`config.mk`:
```
export PLATFORM = sky130hd
export DESIGN_NAME = uart_tx_buffered_flat
export DESIGN_NICKNAME = d
export VERILOG_FILES = /design/src/rtl/uart_tx_buffered_if.sv /design/src/rtl/uart_tx_buffered.sv /design/src/flat_wrapper.sv
export SDC_FILE = /design/constraint.sdc
export NUM_CORES = 1
export LEC_CHECK = 0
export CORE_ASPECT_RATIO = 1.2
export CORE_MARGIN = 8
export CORE_UTILIZATION = 55
export CTS_BUF_LIST = sky130_fd_sc_hd__clkbuf_4 sky130_fd_sc_hd__clkbuf_8
export DETAILED_ROUTE_END_ITERATION = 7
export GPL_TIMING_DRIVEN = 0
export HOLD_SLACK_MARGIN = 0.1
export PLACE_DENSITY = 0.75
export SYNTH_ARGS = -nofsm -noshare
export SYNTH_HDL_FRONTEND = slang
export SYNTH_SLANG_ARGS = --single-unit
```
`constraint.sdc`:
```
create_clock -name clock -period 2.7 [get_ports clock]
set_clock_uncertainty 0.1 [all_clocks]
set_input_delay 0.54 -clock clock [delete_from_list [all_inputs] [get_ports clock]]
set_output_delay 0.54 -clock clock [all_outputs]
set_load 0.005 [all_outputs]
```
`src/rtl/uart_tx_buffered_if.sv`:
```
// Core-side bundle of the buffered UART transmitter.
// The master writes bytes in; the slave reports FIFO/line status.
interface uart_tx_buffered_if #(
  parameter int data_width = 8
);
  logic [data_width-1:0] data_in;
  logic                  write_enable;
  logic                  full;
  logic                  empty;
  logic                  overflow;
  logic                  busy;
  logic                  tx;

  modport master (
    output data_in,
    output write_enable,
    input  full,
    input  empty,
    input  overflow,
    input  busy,
    input  tx
  );

  modport slave (
    input  data_in,
    input  write_enable,
    output full,
    output empty,
    output overflow,
    output busy,
    output tx
  );
endinterface

```
`src/rtl/uart_tx_buffered.sv`:
```
// Buffered 8N1 UART transmitter: power-of-two FIFO
// drained into a start/data/stop serialiser.
module uart_tx_buffered #(
  parameter int data_width           = 8,
  parameter int length_as_power_of_2 = 4,
  parameter int clocks_per_bit       = 16
) (
  input logic               clock,
  input logic               reset,
  uart_tx_buffered_if.slave bus
);
  localparam int depth = 2 ** length_as_power_of_2;
  localparam int lw    = length_as_power_of_2;
  localparam int bw    = $clog2(clocks_per_bit);
  localparam int iw    = (data_width > 1) ? $clog2(data_width) : 1;

  localparam logic [bw-1:0] baud_last =
    bw'(clocks_per_bit - 1);
  localparam logic [iw-1:0] index_last =
    iw'(data_width - 1);
  localparam logic [lw:0] count_full = (lw + 1)'(depth);

  typedef enum logic [1:0] {
    IDLE,
    START,
    DATA,
    STOP
  } state_t;

  logic [data_width-1:0] mem [depth];
  logic [lw-1:0]         rd_ptr;
  logic [lw-1:0]         wr_ptr;
  logic [lw:0]           count;

  state_t                state;
  state_t                state_n;
  logic [bw-1:0]         baud;
  logic [bw-1:0]         baud_n;
  logic [iw-1:0]         index;
  logic [iw-1:0]         index_n;
  logic [data_width-1:0] shift;
  logic [data_width-1:0] shift_n;
  logic                  tx_q;
  logic                  tx_n;
  logic                  overflow_q;

  logic                  full;
  logic                  empty;
  logic                  push;
  logic                  drop;
  logic                  pop;

  assign full  = (count == count_full);
  assign empty = (count == '0);
  assign push  = bus.write_enable && !full;
  assign drop  = bus.write_enable && full;

  assign bus.full     = full;
  assign bus.empty    = empty;
  assign bus.overflow = overflow_q;
  assign bus.busy     = (state != IDLE);
  assign bus.tx       = tx_q;

  always_comb begin
    state_n = state;
    baud_n  = baud;
    index_n = index;
    shift_n = shift;
    tx_n    = tx_q;
    pop     = 1'b0;
    unique case (state)
      IDLE: begin
        if (!empty) begin
          pop     = 1'b1;
          state_n = START;
          tx_n    = 1'b0;
          baud_n  = '0;
        end
      end
      START: begin
        if (baud == baud_last) begin
          state_n = DATA;
          baud_n  = '0;
          index_n = '0;
          tx_n    = shift[0];
        end else begin
          baud_n = baud + 1'b1;
        end
      end
      DATA: begin
        if (baud == baud_last) begin
          baud_n = '0;
          if (index == index_last) begin
            state_n = STOP;
            tx_n    = 1'b1;
          end else begin
            shift_n = shift >> 1;
            index_n = index + 1'b1;
            tx_n    = shift_n[0];
          end
        end else begin
          baud_n = baud + 1'b1;
        end
      end
      STOP: begin
        if (baud == baud_last) begin
          baud_n = '0;
          // chain straight into the next start bit, no idle gap
          if (!empty) begin
            pop     = 1'b1;
            state_n = START;
            tx_n    = 1'b0;
          end else begin
            state_n = IDLE;
          end
        end else begin
          baud_n = baud + 1'b1;
        end
      end
      default: state_n = IDLE;
    endcase
    if (pop) shift_n = mem[rd_ptr];
  end

  always_ff @(posedge clock) begin
    if (reset) begin
      state      <= IDLE;
      baud       <= '0;
      index      <= '0;
      shift      <= '0;
      tx_q       <= 1'b1;
      rd_ptr     <= '0;
      wr_ptr     <= '0;
      count      <= '0;
      overflow_q <= 1'b0;
    end else begin
      state <= state_n;
      baud  <= baud_n;
      index <= index_n;
      shift <= shift_n;
      tx_q  <= tx_n;
      if (push) wr_ptr <= wr_ptr + 1'b1;
      if (pop)  rd_ptr <= rd_ptr + 1'b1;
      count <= count + (lw + 1)'(push)
                     - (lw + 1)'(pop);
      if (drop) overflow_q <= 1'b1;
    end
  end

  always_ff @(posedge clock) begin
    if (push) mem[wr_ptr] <= bus.data_in;
  end
endmodule

```
`src/flat_wrapper.sv`:
```
// flat-port wrapper written by rule: the top's interface ports become plain ports
module uart_tx_buffered_flat 
#(
  parameter int data_width           = 8,
  parameter int length_as_power_of_2 = 4,
  parameter int clocks_per_bit       = 16
)
  (clock, reset, bus_data_in, bus_write_enable, bus_full, bus_empty, bus_overflow, bus_busy, bus_tx);
  uart_tx_buffered_if #(.data_width(data_width)) bus_i ();
  input logic clock;
  input logic reset;
  input wire logic [$bits(bus_i.data_in)-1:0] bus_data_in;
  input wire logic [$bits(bus_i.write_enable)-1:0] bus_write_enable;
  output wire logic [$bits(bus_i.full)-1:0] bus_full;
  output wire logic [$bits(bus_i.empty)-1:0] bus_empty;
  output wire logic [$bits(bus_i.overflow)-1:0] bus_overflow;
  output wire logic [$bits(bus_i.busy)-1:0] bus_busy;
  output wire logic [$bits(bus_i.tx)-1:0] bus_tx;
  assign bus_i.data_in = bus_data_in;
  assign bus_i.write_enable = bus_write_enable;
  assign bus_full = bus_i.full;
  assign bus_empty = bus_i.empty;
  assign bus_overflow = bus_i.overflow;
  assign bus_busy = bus_i.busy;
  assign bus_tx = bus_i.tx;
  uart_tx_buffered #(.data_width(data_width), .length_as_power_of_2(length_as_power_of_2), .clocks_per_bit(clocks_per_bit)) u_core (.clock(clock), .reset(reset), .bus(bus_i));
endmodule
```
==> flow_summary_export.csv <==
group,metric,value,unit
critical_path,crit_path_start_kind,"flip-flop",
grt,grt-ovfl-total,0,
placed_design,portBuffers,15,
status,status,"finished, violations left",
routing,wirelength,13.2,mm
routing,drc,0,
clock_tree,htreeDepth,4,
grt,antenna_found_initial,0,
layout,layout-drive-gt1-share,24.8,%
clock_tree,clockBufferDepth,2,
floorplan,coreArea,12100,µm²
synth,synth_ff_type,"edfxtp_1",
sta,slew_headroom,19.9,%
synth,synth_nets,449,
placed_design,hpwl,8.71,mm
worst_hold_path,hold_class,"reg -> reg",
placed_design,dp_cells,594,
critical_path,r2r_cells,13,
synth,yosys-top-cells-count,"edfxtp_1 (128), dfxtp_1 (36), mux4_2 (32), nor2_1 (32), mux2i_1 (26)",
clock_tree,cts_tree,"yes",
sta,period_needed,2.74,ns
sta,tightest_slew,1.19,ns
clock_tree,cts_root_buffer,"clkbuf_8",
critical_path,crit_fanout,5,
critical_path,reg2reg_slack,-0.04,ns
sta,rsz0062_at_grt,"true",
sta,fmax,365,MHz
synth,netlist-cell-type-count,45,
pwr,p_per_area,857,nW/µm²
floorplan,ios,16,
clock_tree,cts_hold_buffers,0,
critical_path,cp_slowest_cell,"or3_4",
routing,drtIter0Drc,273,
layout,design_area,7800,µm²
placed_design,globalplace.congestion,0.806,
synth,synth-edff-count,128,
routing,wl_per_cell,20.7,µm
sta,fin_ws,-0.0367,ns
placed_design,post_dp_cell_area,7160,µm²
floorplan,die_x,117,µm
grt,grt_use_total,16.9,%
grt,grt_pass1_vias,3804,
routing,final_antenna_net_count,0,
critical_path,max_stage_delay,0.43,ns
synth,synth_top_cell_by_area,"edfxtp_1",
sta,fin_crit_sh,101,%
synth,synth.most_common_cell,"edfxtp_1",
synth,synth_area_leaders,"edfxtp_1 (57%), dfxtp_1 (11%), mux4_2 (11%), mux2i_1 (3.8%), ha_1 (3.5%)",
synth,netlist_area,6780,µm²
pwr,ir_drop,0.483,mV
clock_tree,path_clk_slew,0.09,ns
floorplan,die_h,138,µm
clock_tree,clock_sinks,164,
placed_design,post-place-ws,-0.454,ns
routing,vias,3706,
critical_path,rr_endpoint,"u_core.count[4]",
synth,yosysSeqAreaShare,67.3,%
critical_path,crit_top_cell,"ha_4",
synth,syn_avg_cell_area,16.2,µm²
synth,synth.top_cell.area_share,56.7,%
synth,syn_inst,418,
layout,fin_cells,636,
worst_hold_path,hp-start,"u_core.index[2]",
synth,ys_ff_latch,164,
floorplan,core.rowCount,44,
critical_path,critical_path_class,"reg -> reg",
critical_path,critPathCaptureType,"flip-flop",
sta,final-hold-violation-count,0,
synth,async_reset_ff_share,0,%
floorplan,dieArea,16200,µm²
layout,fin_nets,493,
pwr,power.leakage,2.53,nW
worst_hold_path,min_to,"u_core.index[2]",
critical_path,crit_chain,"ha_4, a41oi_4, or3_4, inv_4, ha_4, inv_2, ha_4, inv_2, fa_2, nor2b_4, o21bai_4, a21oi_2, nor3b_2",
clock_tree,clk_latency,0.44,ns
critical_path,required,2.91,ns
critical_path,rr_startpoint,"u_core.state[0]",
sta,setup-violations-final,1,
status,violations,"negative setup slack",
critical_path,arrival,2.95,ns
layout,area_growth,15.0,%
sta,maxSlewViolCount,0,
routing,vias_per_cell,5.83,
flow_run,cap_violations,0,
synth,ys_warn_count,0,
grt,grt_max_degree,17,
grt,grt_pass1_wl,20.6,mm
floorplan,initial_core_util,56.3,%
clock_tree,cts_made_buffers,17,
worst_hold_path,holdPathStages,2,
routing,first_pass_iters,5,
layout,antenna_cells,0,
-- cells in the final DEF, fill, tap and decap left out, types with 5 or more instances in the layout --
cell / count
dfxtp_1: 30
nor2_1: 23
edfxtp_1: 128
a22o_1: 7
clkdlybuf4s50_1: 14
clkbuf_8: 17
mux2i_1: 26
ha_1: 13
nor2_2: 9
buf_4: 11
clkbuf_1: 9
a21oi_1: 14
inv_1: 13
ha_4: 5
nand3_1: 5
mux4_2: 32
a211oi_1: 7
o21ai_0: 5
nand2_1: 11
-- stage by stage --
| step | power, mW | utilization, % | setup TNS (ns) | hold WS (ns) |
|---|---|---|---|---|
| 2_1_floorplan | 4.20 | - | 0 | 0.336 |
| 3_3_place_gp | 4.58 | 59.4 | -17.61 | 0.344 |
| 3_5_place_dp | 4.64 | 59.4 | -21.18 | 0.365 |
| 4_1_cts | 6.42 | 63.3 | -0.146 | 0.376 |
| 5_1_grt | 7.05 | 64.7 | -0.135 | 0.393 |
| 6_report | 6.68 | 64.7 | -0.0367 | 0.367 |
-- where the power goes --
group	switching, mW	total [mW]	leakage [nW]	internal (mW)
clock	0.891	1.72	0.188	0.825
sequential	0.132	3.06	1.45	2.93
combinational	0.960	1.90	0.888	0.945
-- state kept, by name, indices dropped and copies added (netlist names), named ones only --
name	flops
u_core.baud	4
u_core.mem	128
u_core.bus.tx	1
u_core.bus.overflow	1
u_core.rd_ptr	4
u_core.shift	8
u_core.count	5
u_core.index	3
u_core.wr_ptr	4
u_core.state	2
-- worst max path at each step --
stage | startpoint | to | slack (ns) | depth (start not counted)
4_1_cts | u_core.state[0] | u_core.count[4] | -0.15 | 13
3_5_place_dp | bus_write_enable | u_core.mem[2][7] | -0.45 | 5
2_1_floorplan | u_core.baud[0] | u_core.count[4] | 0.007 | 13
6_report | u_core.state[0] | u_core.count[4] | -0.04 | 13
5_1_grt | u_core.state[0] | u_core.count[4] | -0.14 | 13
3_3_place_gp | bus_write_enable | u_core.mem[2][7] | -0.47 | 5
-- logic make-up after synthesis --
family / synth area share [%]
flip-flops: 67.3
XOR/XNOR: 0.904
adder cells (fa/ha/maj): 3.80
AO/OA/AOI/OAI: 4.33
multiplexers: 14.6
buffers and inverters: 2.34
AND/OR/NAND/NOR: 6.70
-- repair_timing --
| action | CTS | global route |
|---|---|---|
| resized for setup | 16 | 31 |
| buffers inserted | 2 | 9 |
| cloned | 0 | 0 |
| setup endpoints to repair | 29 | 70 |
| pin swaps | 3 | 9 |
-- routing by layer --
| metal | global-route usage (%) | routed length (µm) |
|---|---|---|
| met5 | 0 | 0 |
| met4 | 6.64 | 232 |
| met3 | 3.90 | 543 |
| met2 | 29.6 | 6950 |
| met1 | 19.9 | 5450 |
-- final cells by class --
type                       count  area, µm²
buffer                        20       91.3
clock buffer                  17        234
clock inverter                15        153
fill                         826       4260
inverter                      18       72.6
multi-input combinational    216       2230
sequential                   164       4580
tap                          161        201
timing repair buffer          25        235
-- critical path: cells and delay by family, from the launching register on --
family | cells | cell delay [ns]
compound gates | 3 | 0.36
fa+ha+maj | 4 | 0.86
buf+inv | 3 | 0.21
flops | 1 | 0.40
simple gates | 3 | 0.65
(Power assumes the default switching activity.)
